===== config.mk =====
export PLATFORM = sky130hd
export DESIGN_NAME = uart_frame_parser
export DESIGN_NICKNAME = d
export VERILOG_FILES = /design/src/rtl/uart_pkg.sv /design/src/rtl/uart_frame_parser_gap_timer.sv /design/src/rtl/uart_frame_parser.sv
export SDC_FILE = /design/constraint.sdc
export NUM_CORES = 1
export LEC_CHECK = 0
export CAP_MARGIN = 20
export CORE_MARGIN = 3
export CORE_UTILIZATION = 25
export DETAILED_ROUTE_END_ITERATION = 10
export PLACE_DENSITY_LB_ADDON = 0.08
export SYNTH_ARGS = -nofsm -noshare
export SYNTH_HDL_FRONTEND = slang
export SYNTH_SLANG_ARGS = --single-unit

===== constraint.sdc =====
create_clock -name clk -period 4.3 [get_ports clk]
set_clock_uncertainty 0.05 [all_clocks]
set_input_delay 0.86 -clock clk [delete_from_list [all_inputs] [get_ports clk]]
set_output_delay 0.86 -clock clk [all_outputs]
set_load 0.005 [all_outputs]

===== src/rtl/uart_pkg.sv =====
// Shared types, constants and helpers for the UART frame parser.
package uart_pkg;

    typedef enum logic [2:0] {
        HUNT0,
        HUNT1,
        LEN,
        PAYLOAD,
        CHK
    } state_e;

    localparam logic [7:0] SYNC0_DEFAULT = 8'h55;
    localparam logic [7:0] SYNC1_DEFAULT = 8'hAA;

    // System clocks per UART bit.
    function automatic int unsigned bit_period(input int unsigned clk_freq,
                                               input int unsigned tx_freq);
        return clk_freq / tx_freq;
    endfunction

    function automatic logic [15:0] sat_inc16(input logic [15:0] v);
        return (v == 16'hFFFF) ? v : v + 16'd1;
    endfunction

endpackage


===== src/rtl/uart_frame_parser_gap_timer.sv =====
// Inter-byte gap timer: reloads on each accepted byte, counts down while
// mid-frame, and pulses expire in the cycle the gap budget runs out.
module uart_gap_timer #(
    parameter int unsigned CYCLES = 300
) (
    input  logic clk,
    input  logic rst,
    input  logic i_load,
    input  logic i_en,
    output logic o_expire_c
);

    localparam int unsigned CNT_W = $clog2(CYCLES + 1);

    logic [CNT_W-1:0] cnt_q;
    logic [CNT_W-1:0] cnt_d;

    // A load wins over expiry, so a byte arriving on the last cycle is kept.
    always_comb begin
        cnt_d      = cnt_q;
        o_expire_c = 1'b0;
        if (i_load) begin
            cnt_d = CNT_W'(CYCLES);
        end else if (!i_en) begin
            cnt_d = '0;
        end else if (cnt_q != '0) begin
            cnt_d      = cnt_q - CNT_W'(1);
            o_expire_c = (cnt_q == CNT_W'(1));
        end
    end

    always_ff @(posedge clk) begin
        if (rst) begin
            cnt_q <= '0;
        end else begin
            cnt_q <= cnt_d;
        end
    end

endmodule


===== src/rtl/uart_frame_parser.sv =====
// Hunts SYNC0/SYNC1/LEN/payload/CHK frames in a UART byte stream and streams
// payload bytes out, marking the final byte with last/err; counts frames.
module uart_frame_parser
    import uart_pkg::*;
#(
    parameter int unsigned CLK_FREQ      = 50000000,
    parameter int unsigned TX_FREQ       = 9600,
    parameter int unsigned MAX_LEN       = 64,
    parameter logic [7:0]  SYNC0         = SYNC0_DEFAULT,
    parameter logic [7:0]  SYNC1         = SYNC1_DEFAULT,
    parameter int unsigned TIMEOUT_BYTES = 3
) (
    input  logic        clk,
    input  logic        rst,
    input  logic        i_vld,
    input  logic [7:0]  i_data,
    input  logic        i_pc_pass,
    output logic        o_rdy,
    output logic        o_vld,
    output logic [7:0]  o_data,
    output logic        o_last,
    output logic        o_err,
    input  logic        i_rdy,
    output logic [15:0] frames_ok,
    output logic [15:0] frames_err
);

    localparam int unsigned TIMEOUT_CYC = TIMEOUT_BYTES * 10 * bit_period(CLK_FREQ, TX_FREQ);

    if (MAX_LEN == 0 || MAX_LEN > 255) begin : g_bad_max_len
        $error("uart_frame_parser: MAX_LEN must be in 1..255");
    end
    if (TIMEOUT_BYTES == 0) begin : g_bad_timeout
        $error("uart_frame_parser: TIMEOUT_BYTES must be >= 1");
    end
    if (bit_period(CLK_FREQ, TX_FREQ) <= 4) begin : g_bad_ratio
        $error("uart_frame_parser: CLK_FREQ/TX_FREQ must exceed 4");
    end

    state_e      state_q, state_d;
    logic [7:0]  cnt_q, cnt_d;
    logic [7:0]  sum_q, sum_d;
    logic [7:0]  hold_q, hold_d;
    logic        hold_vld_q, hold_vld_d;
    logic        flush_q, flush_d;
    logic        o_vld_q, o_vld_d;
    logic [7:0]  o_data_q, o_data_d;
    logic        o_last_q, o_last_d;
    logic        o_err_q, o_err_d;
    logic [15:0] frames_ok_q, frames_ok_d;
    logic [15:0] frames_err_q, frames_err_d;

    logic slot_free;
    logic accept;
    logic mid_frame;
    logic expire_c;
    logic abort;
    logic emit;
    logic emit_last;
    logic emit_err;

    assign slot_free = !o_vld_q || i_rdy;
    assign o_rdy     = slot_free && !flush_q;
    assign accept    = i_vld && o_rdy;
    assign mid_frame = (state_q == LEN) || (state_q == PAYLOAD) || (state_q == CHK);

    uart_gap_timer #(
        .CYCLES (TIMEOUT_CYC)
    ) u_gap_timer (
        .clk        (clk),
        .rst        (rst),
        .i_load     (accept),
        .i_en       (mid_frame),
        .o_expire_c (expire_c)
    );

    always_comb begin
        state_d      = state_q;
        cnt_d        = cnt_q;
        sum_d        = sum_q;
        hold_d       = hold_q;
        hold_vld_d   = hold_vld_q;
        flush_d      = flush_q;
        o_vld_d      = o_vld_q;
        o_data_d     = o_data_q;
        o_last_d     = o_last_q;
        o_err_d      = o_err_q;
        frames_ok_d  = frames_ok_q;
        frames_err_d = frames_err_q;
        abort        = 1'b0;
        emit         = 1'b0;
        emit_last    = 1'b0;
        emit_err     = 1'b0;

        if (o_vld_q && i_rdy) begin
            o_vld_d = 1'b0;
        end

        // Deferred abort: the held byte waits for the output slot to drain.
        if (flush_q && slot_free) begin
            emit       = 1'b1;
            emit_last  = 1'b1;
            emit_err   = 1'b1;
            hold_vld_d = 1'b0;
            flush_d    = 1'b0;
        end

        if (accept) begin
            case (state_q)
                HUNT0: begin
                    if (i_pc_pass && i_data == SYNC0) begin
                        state_d = HUNT1;
                    end
                end
                HUNT1: begin
                    if (!i_pc_pass) begin
                        state_d = HUNT0;
                    end else if (i_data == SYNC1) begin
                        state_d = LEN;
                    end else if (i_data == SYNC0) begin
                        state_d = HUNT1;
                    end else begin
                        state_d = HUNT0;
                    end
                end
                LEN: begin
                    if (!i_pc_pass) begin
                        abort = 1'b1;
                    end else if (i_data != 8'd0 && i_data <= 8'(MAX_LEN)) begin
                        cnt_d   = i_data;
                        sum_d   = i_data;
                        state_d = PAYLOAD;
                    end else begin
                        frames_err_d = sat_inc16(frames_err_q);
                        state_d      = HUNT0;
                    end
                end
                PAYLOAD: begin
                    if (!i_pc_pass) begin
                        abort = 1'b1;
                    end else begin
                        sum_d = sum_q + i_data;
                        cnt_d = cnt_q - 8'd1;
                        if (cnt_q == 8'd1) begin
                            state_d = CHK;
                        end
                        emit       = hold_vld_q;
                        hold_d     = i_data;
                        hold_vld_d = 1'b1;
                    end
                end
                CHK: begin
                    if (!i_pc_pass) begin
                        abort = 1'b1;
                    end else begin
                        emit       = 1'b1;
                        emit_last  = 1'b1;
                        emit_err   = (i_data != sum_q);
                        hold_vld_d = 1'b0;
                        state_d    = HUNT0;
                        if (i_data != sum_q) begin
                            frames_err_d = sat_inc16(frames_err_q);
                        end else begin
                            frames_ok_d = sat_inc16(frames_ok_q);
                        end
                    end
                end
                default: state_d = HUNT0;
            endcase
        end else if (expire_c) begin
            abort = 1'b1;
        end

        if (abort) begin
            frames_err_d = sat_inc16(frames_err_q);
            state_d      = HUNT0;
            if (hold_vld_q) begin
                if (slot_free) begin
                    emit       = 1'b1;
                    emit_last  = 1'b1;
                    emit_err   = 1'b1;
                    hold_vld_d = 1'b0;
                end else begin
                    flush_d = 1'b1;
                end
            end
        end

        if (emit) begin
            o_vld_d  = 1'b1;
            o_data_d = hold_q;
            o_last_d = emit_last;
            o_err_d  = emit_err;
        end
    end

    always_ff @(posedge clk) begin
        if (rst) begin
            state_q      <= HUNT0;
            cnt_q        <= 8'd0;
            sum_q        <= 8'd0;
            hold_q       <= 8'd0;
            hold_vld_q   <= 1'b0;
            flush_q      <= 1'b0;
            o_vld_q      <= 1'b0;
            o_data_q     <= 8'd0;
            o_last_q     <= 1'b0;
            o_err_q      <= 1'b0;
            frames_ok_q  <= 16'd0;
            frames_err_q <= 16'd0;
        end else begin
            state_q      <= state_d;
            cnt_q        <= cnt_d;
            sum_q        <= sum_d;
            hold_q       <= hold_d;
            hold_vld_q   <= hold_vld_d;
            flush_q      <= flush_d;
            o_vld_q      <= o_vld_d;
            o_data_q     <= o_data_d;
            o_last_q     <= o_last_d;
            o_err_q      <= o_err_d;
            frames_ok_q  <= frames_ok_d;
            frames_err_q <= frames_err_d;
        end
    end

    assign o_vld      = o_vld_q;
    assign o_data     = o_data_q;
    assign o_last     = o_last_q;
    assign o_err      = o_err_q;
    assign frames_ok  = frames_ok_q;
    assign frames_err = frames_err_q;

endmodule


==> metrics.txt, run 1 <==
Peak VDD IR=0.1607 mV; Max Clk Rate=289.4 MHz; clock sinks=90; initial core utilization=0.2592; IO buf count=56; busiest grt layer=met2; DR WL/cell=16.13 um; synthesized flop and latch total=90; leading area contributor after synthesis=dfxtp_1; area of the die=0.02070 mm^2; deepest clock path buffer count=2; initial antenna violation count=0; Worst Tran Pin Value=0.9004 ns; I/O Pins=57; max-slew violations=0; mapped cell area=0.004752 mm^2; leakage=2.118 nW; Critical Path RT=4.49 ns; Syn Inst Count=576; minimum clock period=3.455 ns; hold crit path type=reg2reg; Yosys warnings=0; crit path launch type=input pin; M1 GR Usage=0.1842; first-pass GRT wire length=22340 um; Fin. Hold Viols=0; max cap viols=0; met2 track demand over resource=0.2207; diode count=0; die width=143.9 um; Vias=4244; Power Total=1.757 mW; RSZ-0062 raised after global routing=no; post-route ant nets=0; post-synthesis async set-or-reset flop share=0; worst-path maximum fanout=8; CORE AREA=0.01833 mm^2; DR iter-0 viols=185; Skew-Pair Late Insertion Delay=0.35 ns; Yosys cell types=65; Row Count=49; H-tree Lvls=3; post-layout util=0.3191; average cell area after synthesis=8.250 um^2; TritonCTS clock tree=yes; Syn-to-layout area delta=23.09%; gr ovfl total=0; vias in the first global route=4197; CP arrival=3.65 ns; hold buffer count at CTS=0; number of remaining DRC errors=0; Syn Nets=603; share of layout cells above drive strength 1=0.06656; worst hold margin=0.4085 ns; outcome=finished, final reports clean; Post-synth EDFFs=0; PD cells=300.3 mW/mm^2; DR vias/cell=4.935; total CTS buffers=9; ys flop type=dfxtp_1; Setup crit end kind=flip-flop; register area share after synthesis=0.3791; Reg clk slew, reported paths=0.07 ns; drt pass-1 iters=4; grt met3 use=0.03161; Chip Height=143.9 um; setup_tns=0 ns; worst setup path class=in2reg; Post-CTS Resized=0; Worst slew margin=0.3997; Nets=653; Post-CTS Setup Inserts=0; share of the synthesized area in the top cell type=0.3791; HPWL Detailed=9881 um; largest net degree at the start of global routing=84; Routed WL=13870 um; clk root buf=clkbuf_16; Area contributors post-synth=dfxtp_1 38%, nor2_1 6.5%, a21oi_1 4.2%, nand2_1 3.7%, xnor2_1 3.7%; GPL Wtd Cong=0.8393; fill cell count=1921; GRT Total Usage=0.1375; # setup viols final=0; period utilisation layout=0.8036
[flip-flops by register name (all words and copies together), names as in the netlist, 3 cells and up]
signal	cells
o_data	8
u_gap_timer.cnt_q	18
frames_ok	16
frames_err	16
hold_q	8
cnt_q	8
sum_q	8
state_q	3
[synthesized netlist by cell type (3+ instances only)]
cell type   n
o2111ai_1   3
a21o_1      4
nor2_1     82
ha_1       13
or4_1       3
mux2i_1    14
and3_1     10
nand4_1     7
and2_1      8
dfxtp_1    90
mux2_2     10
nand2b_1    6
a21oi_1    40
o21a_1      6
nand3_1    22
inv_1      17
and4_1      6
a211oi_1    5
o21ai_0    14
nor3_1     20
xnor2_1    20
clkbuf_1   20
a311oi_1    4
xor2_1     11
or3_1      11
a31oi_1     6
nand4b_1    3
nand2_1    47
nor2b_1    18
nor4_1      8
buf_1       3
[metrics by stage]
stage | instance area, um^2 | instances | setup slack [ns]
global route | 5849 | 860 | 0.6072
CTS | 5849 | 860 | 0.7712
floorplan | 4752 | 576 | 1.441
global placement | 5555 | 844 | 0.5021
finish | 5849 | 860 | 0.8446
detailed placement | 5555 | 844 | 0.3941
[worst max-delay path: stages]
cell,delay [ns]
clkdlybuf4s50_1,0.67
ha_1,0.33
nor4_1,0.46
nand3_1,0.19
a32oi_1,0.34
a21oi_1,0.25
and2_1,0.26
mux2_2,0.27
[layout make-up]
type | count | area (um^2) | share of cell area
repair buffers | 63 | 608.1 | 0.1040
well taps | 229 | 286.5 | 0.04898
multi-input cells | 445 | 2795 | 0.4779
clock inverters | 6 | 65.06 | 0.01112
flip-flops and latches | 90 | 1802 | 0.3080
clock buffers | 10 | 229.0 | 0.03914
inverters | 17 | 63.81 | 0.01091
[final timing paths]
| path | slack, ns | cells past startpoint | endpoint | from |
|---|---|---|---|---|
| hold / removal | 0.41 | 2 | hold_q[6] | hold_q[6] |
| hold reg to reg | 0.41 | 2 | hold_q[6] | hold_q[6] |
| setup reg to reg | 1.23 | 6 | frames_err[15] | u_gap_timer.cnt_q[4] |
| setup / recovery | 0.84 | 8 | frames_err[0] | i_data[6] |
[logic make-up (layout without fill, tap and decap cells)]
kind of cell / Yosys count / after routing / share of synthesized area
buffers and inverters: 41 / 96 / 0.03265
adder cells (fa/ha/maj): 14 / 14 / 0.03844
multiplexers: 24 / 24 / 0.05319
XOR/XNOR: 31 / 31 / 0.05714
AO/OA/AOI/OAI: 111 / 111 / 0.1551
AND/OR/NAND/NOR: 265 / 265 / 0.2844
flip-flops: 90 / 90 / 0.3791
[cells in the final DEF, fill, tap and decap left out, types with 17 or more instances in the layout]
cell	n
dfxtp_1	90
nand2_1	47
a21oi_1	40
nor2b_1	18
clkdlybuf4s50_1	55
inv_1	17
xnor2_1	20
nor3_1	20
nor2_1	82
nand3_1	22
[metal layers]
metal | vias to the layer above | wire (um)
met3 | 16 | 632
met5 | - | 0
met4 | 0 | 188
met2 | 74 | 6387
li1 | 2169 | -
met1 | 1985 | 6665
[report_power, final]
part           switching (mW)  internal (mW)  total (mW)
Combinational          0.0627         0.0410       0.104
Sequential            0.00264          0.836       0.839
Clock                   0.361          0.453       0.814
Note: power is estimated with default switching activity, not from simulation.
==> run 2, diff against run 1 <==
==> constraint.sdc (replaced) <==
create_clock -name clk -period 2.9 [get_ports clk]
set_clock_uncertainty 0.05 [all_clocks]
set_input_delay 0.58 -clock clk [delete_from_list [all_inputs] [get_ports clk]]
set_output_delay 0.58 -clock clk [all_outputs]
set_load 0.005 [all_outputs]
==> run 2 against run 1 <==
  * Combinational power is 91% higher
  * Cell count is 6.5% higher
  * Critical endpoint is now frames_err[5]
  * First-iteration DRC count is 22% higher
  * Sequential cell count stayed put
  * Die area stayed put
  * Worst hold slack hardly changed
  * Global-route usage is 0.19 points higher
  * Power is 51% higher
  * Register-to-register slack worse by 1.1 ns
  * Critical path depth is 2 lower
  * Largest power group unchanged
  * Non-clock buffer count is 56 higher
==> metrics.txt, run 2 (synthesis gave the netlist of run 1 again) <==
RSZ-0062 raised after global routing=yes (was no); leakage=2.402 nW (was 2.118 nW); Chip Height=143.9 um (unchanged); RR Startpoint=u_gap_timer.cnt_q[11] (was u_gap_timer.cnt_q[4]); CORE AREA=0.01833 mm^2 (unchanged); GRT Total Usage=0.1394 (was 0.1375); crit path cell chain=or4_4, or4_4, o31a_1, or4b_1, or3_1, a21oi_2 (was clkdlybuf4s50_1, ha_1, nor4_1, nand3_1, a32oi_1, a21oi_1, and2_1, mux2_2); initial core utilization=0.2592 (unchanged); period utilisation layout=0.9672; clock sinks=90 (unchanged); IO buf count=56 (unchanged); hold path cells=2 (unchanged); commonest cells after routing, fill and taps aside=90 x dfxtp_1, 82 x nor2_1, 62 x buf_4 (was 90 x dfxtp_1, 82 x nor2_1, 55 x clkdlybuf4s50_1); vias in the first global route=4305 (was 4197); H-tree Lvls=3 (unchanged); Vias=4507 (was 4244); commonest non-fill, non-tap cell in the layout=dfxtp_1 (unchanged); most used cell, CP=or4_4; cell area after placement=0.005981 mm^2 (was 0.005555 mm^2); Syn-to-layout area delta=33.25% (was 23.09%); # setup viols final=0 (unchanged); DR vias/cell=4.920 (was 4.935); Worst slew margin=0.5876 (was 0.3997); share of layout cells above drive strength 1=0.1557 (was 0.06656); initial antenna violation count=0 (unchanged); Row Count=49 (unchanged); max cap viols=0 (unchanged); hold buffer count at CTS=0 (unchanged); drt pass-1 iters=4 (unchanged); post-route ant nets=0 (unchanged); gr ovfl total=0 (unchanged); total CTS buffers=9 (unchanged); worst setup path class=reg2reg (was in2reg); diode count=0 (unchanged); Peak VDD IR=0.3374 mV (was 0.1607 mV); DR WL/cell=15.59 um (was 16.13 um); first-pass GRT wire length=22830 um (was 22340 um); Critical Path RT=3.14 ns (was 4.49 ns); max FFs per register=18 (unchanged); I/O Pins=57 (unchanged); Worst Tran Pin Value=0.6157 ns (was 0.9004 ns); R2R cell count=6 (unchanged); hold crit path type=reg2reg (unchanged); GPL Wtd Cong=0.8460 (was 0.8393); TritonCTS clock tree=yes (unchanged); max-slew violations=0 (unchanged); worst-path maximum fanout=6 (was 8); Skew-Pair Late Insertion Delay=0.35 ns (about the same); hold endpoint=hold_q[6] (unchanged); CP arrival=3.04 ns (was 3.65 ns); reg-to-reg slack, setup=0.1 ns (was 1.23 ns); HP Start=hold_q[6] (unchanged); Design Area, Final=0.006332 mm^2 (was 0.005849 mm^2); Max Clk Rate=356.5 MHz; CP delay by family, top=simple AND/OR/NAND/NOR gates (unchanged); PD cells=418.3 mW/mm^2 (was 300.3 mW/mm^2); largest net degree at the start of global routing=84 (unchanged); number of remaining DRC errors=0 (unchanged); deepest clock path buffer count=2 (unchanged); Routed WL=14280 um (was 13870 um); DR iter-0 viols=226 (was 185); Worst path slowest cell=or4_4 (was clkdlybuf4s50_1); Setup crit end kind=flip-flop (unchanged); CP max stage delay=0.55 ns (was 0.67 ns); worst hold margin=0.4088 ns (was 0.4085 ns); worst path bufs/invs=0 (was 1); fill cell count=1917 (was 1921); FF-to-FF End=frames_err[5] (was frames_err[15]); outcome=finished, final reports clean (unchanged); Nets=709 (was 653); Top reg by flops=u_gap_timer.cnt_q (unchanged); clk root buf=clkbuf_16 (unchanged); die width=143.9 um (unchanged); crit path launch type=flip-flop (was input pin); area of the die=0.02070 mm^2 (unchanged); Fin. Hold Viols=0 (unchanged); minimum clock period=2.805 ns; Reg clk slew, reported paths=0.07 ns (about the same); HPWL Detailed=10480 um (was 9881 um)
[run 2: worst reg2reg max path, delay by kind of cell (launching register included)]
| kind | cells | cell delay (ns) |
|---|---|---|
| AND/OR/NAND/NOR | 4 | 1.87 |
| AO/OA/AOI/OAI | 2 | 0.51 |
| flip-flops | 1 | 0.31 |
[run 2: area by class of cell]
class | instances | area, um^2 | share of cell area
Sequential cell | 90 | 1802 | 0.2845
Timing Repair Buffer | 119 | 1041 | 0.1644
Multi-Input combinational cell | 445 | 2840 | 0.4485
Tap cell | 229 | 286.5 | 0.04525
Inverter | 17 | 63.81 | 0.01008
Clock buffer | 9 | 225.2 | 0.03557
Clock inverter | 7 | 73.82 | 0.01166
[run 2: what timing repair did]
item,in CTS,in global routing
gates cloned,0,0
endpoints found under the hold margin,0,0
resized for setup,3,6
pin swaps,0,7
endpoints found under the setup margin,12,21
buffers inserted,0,1
[run 2: report_power, final]
group	switching [mW]	leakage, nW	internal [mW]	total [mW]
registers	0.00396	0.726	1.24	1.24
clock network	0.532	0.147	0.675	1.21
logic	0.106	1.53	0.0926	0.199
total	0.642	2.40	2.01	2.65
[run 2: routing by layer]
metal  vias to the layer above  GRT usage  share of wire
met5                         -          0              0
met4                         0    0.03667          0.012
met3                        17    0.03195          0.045
met2                        77     0.2251           0.46
met1                      2130     0.1876           0.48
li1                       2283          -              -
[run 2: worst max-delay path by stage]
stage / start / end / depth (start not counted)
after floorplan: u_gap_timer.cnt_q[4] / frames_err[5] / 7
after global placement: i_data[0] / frames_err[4] / 8
after detailed placement: i_data[1] / frames_err[12] / 11
after CTS: u_gap_timer.cnt_q[13] / frames_err[5] / 6
after global routing: i_data[0] / frames_err[8] / 11
final: u_gap_timer.cnt_q[11] / frames_err[5] / 6
[run 2: stage by stage]
| step | utilization | TNS (ns) | std cells | setup WS (ns) | power [mW] |
|---|---|---|---|---|---|
| after CTS | 0.3433 | 0 | 915 | 0.001273 | 2.702 |
| after global placement | 0.3263 | -7.959 | 899 | -0.3862 | 1.467 |
| final | 0.3454 | 0 | 916 | 0.09507 | 2.649 |
| after floorplan | - | 0 | 576 | 0.1585 | 1.376 |
| after detailed placement | 0.3263 | -10.46 | 899 | -0.4672 | 1.468 |
| after global routing | 0.3454 | -0.004651 | 916 | -0.004651 | 2.773 |
==> run 3, diff against run 2 <==
--- a/config.mk
+++ b/config.mk
@@ -6,7 +6,7 @@
 export NUM_CORES = 1
 export LEC_CHECK = 0
 export CAP_MARGIN = 20
-export CORE_MARGIN = 3
+export CORE_MARGIN = 8
 export CORE_UTILIZATION = 25
 export DETAILED_ROUTE_END_ITERATION = 10
 export PLACE_DENSITY_LB_ADDON = 0.08
==> run 3 against run 2 <==
  * Routed wire length is 2.5% higher
  * Global-route usage is 1.6 points lower
  * Clock power hardly changed
  * Fmax is 1.1% lower
  * Design area is 0.14% lower
  * Worst setup slack worse by 0.032 ns
  * Non-clock buffer count is 1 lower
  * Die area is 14% higher
  * Sequential share of layout area is 0.059 points higher
  * Register-to-register slack worse by 0.03 ns
  * Largest power group unchanged
==> metrics.txt, run 3 (synthesis gave the netlist of run 1 again) <==
CORE AREA=0.01871 mm^2 (was 0.01833 mm^2); Worst path slowest cell=or4_1 (was or4_4); PD cells=416.5 mW/mm^2 (was 418.3 mW/mm^2); minimum clock period=2.837 ns (was 2.805 ns); CP max stage delay=0.58 ns (was 0.55 ns); Peak VDD IR=0.2643 mV (was 0.3374 mV); GPL Wtd Cong=0.8303 (was 0.8460); leakage=2.398 nW (was 2.402 nW); Chip Height=153.9 um (was 143.9 um); IO buf count=56 (unchanged); outcome=finished, final reports clean (unchanged); max-slew violations=0 (unchanged); placed instance count=904 (was 899); drt pass-1 iters=7 (was 4); DR vias/cell=4.902 (was 4.920); DR iter-0 viols=203 (was 226); number of remaining DRC errors=0 (unchanged); Design Area, Final=0.006324 mm^2 (was 0.006332 mm^2); Max Clk Rate=352.5 MHz (was 356.5 MHz); post-layout util=0.3381 (was 0.3454); first-pass GRT wire length=23630 um (was 22830 um); DR WL/cell=15.92 um (was 15.59 um); cell area after placement=0.006000 mm^2 (was 0.005981 mm^2); deepest clock path buffer count=2 (unchanged); Skew-Pair Late Insertion Delay=0.34 ns (was 0.35 ns); H-tree Lvls=3 (unchanged); gr ovfl total=0 (unchanged); Row Count=50 (was 49); share of layout cells above drive strength 1=0.1489 (was 0.1557); die width=153.9 um (was 143.9 um); Nets=708 (was 709); crit path cell chain=or4_1, or3_4, o31a_1, or4b_4, or3_1, a21oi_1 (was or4_4, or4_4, o31a_1, or4b_1, or3_1, a21oi_2); commonest cells after routing, fill and taps aside=89 x dfxtp_1, 82 x nor2_1, 60 x buf_4 (was 90 x dfxtp_1, 82 x nor2_1, 62 x buf_4); hold crit path type=reg2reg (unchanged); total CTS buffers=9 (unchanged); diode count=0 (unchanged); Syn-to-layout area delta=33.07% (was 33.25%); pre-CTS setup slack=-0.3799 ns (was -0.4672 ns); max FFs per register=18 (unchanged); largest net degree at the start of global routing=84 (unchanged); Power Total=2.634 mW (was 2.649 mW); clock sinks=90 (unchanged); fill cell count=1967 (was 1917); Worst Tran Pin Value=0.6414 ns (was 0.6157 ns); Routed WL=14640 um (was 14280 um); commonest non-fill, non-tap cell in the layout=dfxtp_1 (unchanged); Non-Filler Instances=919 (was 916); post-route ant nets=0 (unchanged); max cap viols=0 (unchanged); clk root buf=clkbuf_16 (unchanged); Fin. Hold Viols=0 (unchanged); worst setup path class=reg2reg (unchanged); TritonCTS clock tree=yes (unchanged); Reg clk slew, reported paths=0.07 ns (about the same); HPWL Detailed=10920 um (was 10480 um); Vias=4505 (was 4507); fin worst setup slack=0.06300 ns (was 0.09507 ns); period utilisation layout=0.9783 (was 0.9672); crit path launch type=flip-flop (unchanged); RSZ-0062 raised after global routing=yes (unchanged); Critical Path RT=3.12 ns (was 3.14 ns); area of the die=0.02368 mm^2 (was 0.02070 mm^2); I/O Pins=57 (unchanged); worst-path maximum fanout=4 (was 6); vias in the first global route=4426 (was 4305); # setup viols final=0 (unchanged); reg-to-reg slack, setup=0.06 ns (was 0.1 ns); initial core utilization=0.2540 (was 0.2592); Worst slew margin=0.5704 (was 0.5876); CP arrival=3.06 ns (was 3.04 ns); Setup crit end kind=flip-flop (unchanged); initial antenna violation count=0 (unchanged); Top reg by flops=u_gap_timer.cnt_q (unchanged); GRT Total Usage=0.1238 (was 0.1394)
-- run 3: where the power goes --
group | internal [mW] | switching [mW] | leakage (nW) | total, mW
Clock | 0.689 | 0.501 | 0.142 | 1.19
Sequential | 1.24 | 0.00390 | 0.727 | 1.24
Combinational | 0.0927 | 0.107 | 1.53 | 0.200
Total | 2.02 | 0.612 | 2.40 | 2.63
-- run 3: cell type report --
type	count	area (um^2)	share of cell area
Sequential cell	90	1803	0.2851
Tap cell	234	292.8	0.04630
Multi-Input combinational cell	445	2824	0.4466
Clock buffer	11	242.7	0.03839
Inverter	17	63.81	0.01009
Timing Repair Buffer	118	1046	0.1654
Clock inverter	4	51.30	0.008112
-- run 3: repair_timing --
action	4_1_cts	5_1_grt
endpoints found under the setup margin	4	6
hold buffers	0	0
hold endpoints to repair	0	0
pin swaps	0	4
setup buffers	0	0
gates resized for setup	1	6
-- run 3: worst paths after layout --
check	depth (start not counted)	to	startpoint
setup / recovery	6	frames_err[5]	u_gap_timer.cnt_q[4]
hold / removal	2	hold_q[6]	hold_q[6]
setup reg to reg	6	frames_err[5]	u_gap_timer.cnt_q[4]
hold reg to reg	2	hold_q[6]	hold_q[6]
-- run 3: through the flow --
step,TNS [ns],hold WS [ns]
3_3_place_gp,-7.201,0.4065
2_1_floorplan,0,0.3857
6_report,0,0.4113
5_1_grt,-0.08752,0.4424
3_5_place_dp,-9.178,0.4034
4_1_cts,0,0.4127
-- run 3: worst max-delay path, delay by kind of cell (launching register included) --
kind               cells  cell delay (ns)
and+or+nand+nor        4             1.84
AOI/OAI and AO/OA      2             0.55
DFF                    1             0.33
-- run 3: metal layers --
layer  share of wire  GRT usage  up-vias
met2            0.47     0.2052       78
met5               0          0        -
li1                -          -     2277
met3           0.045    0.03531        9
met4          0.0096    0.02800        0
met1            0.48     0.1563     2141
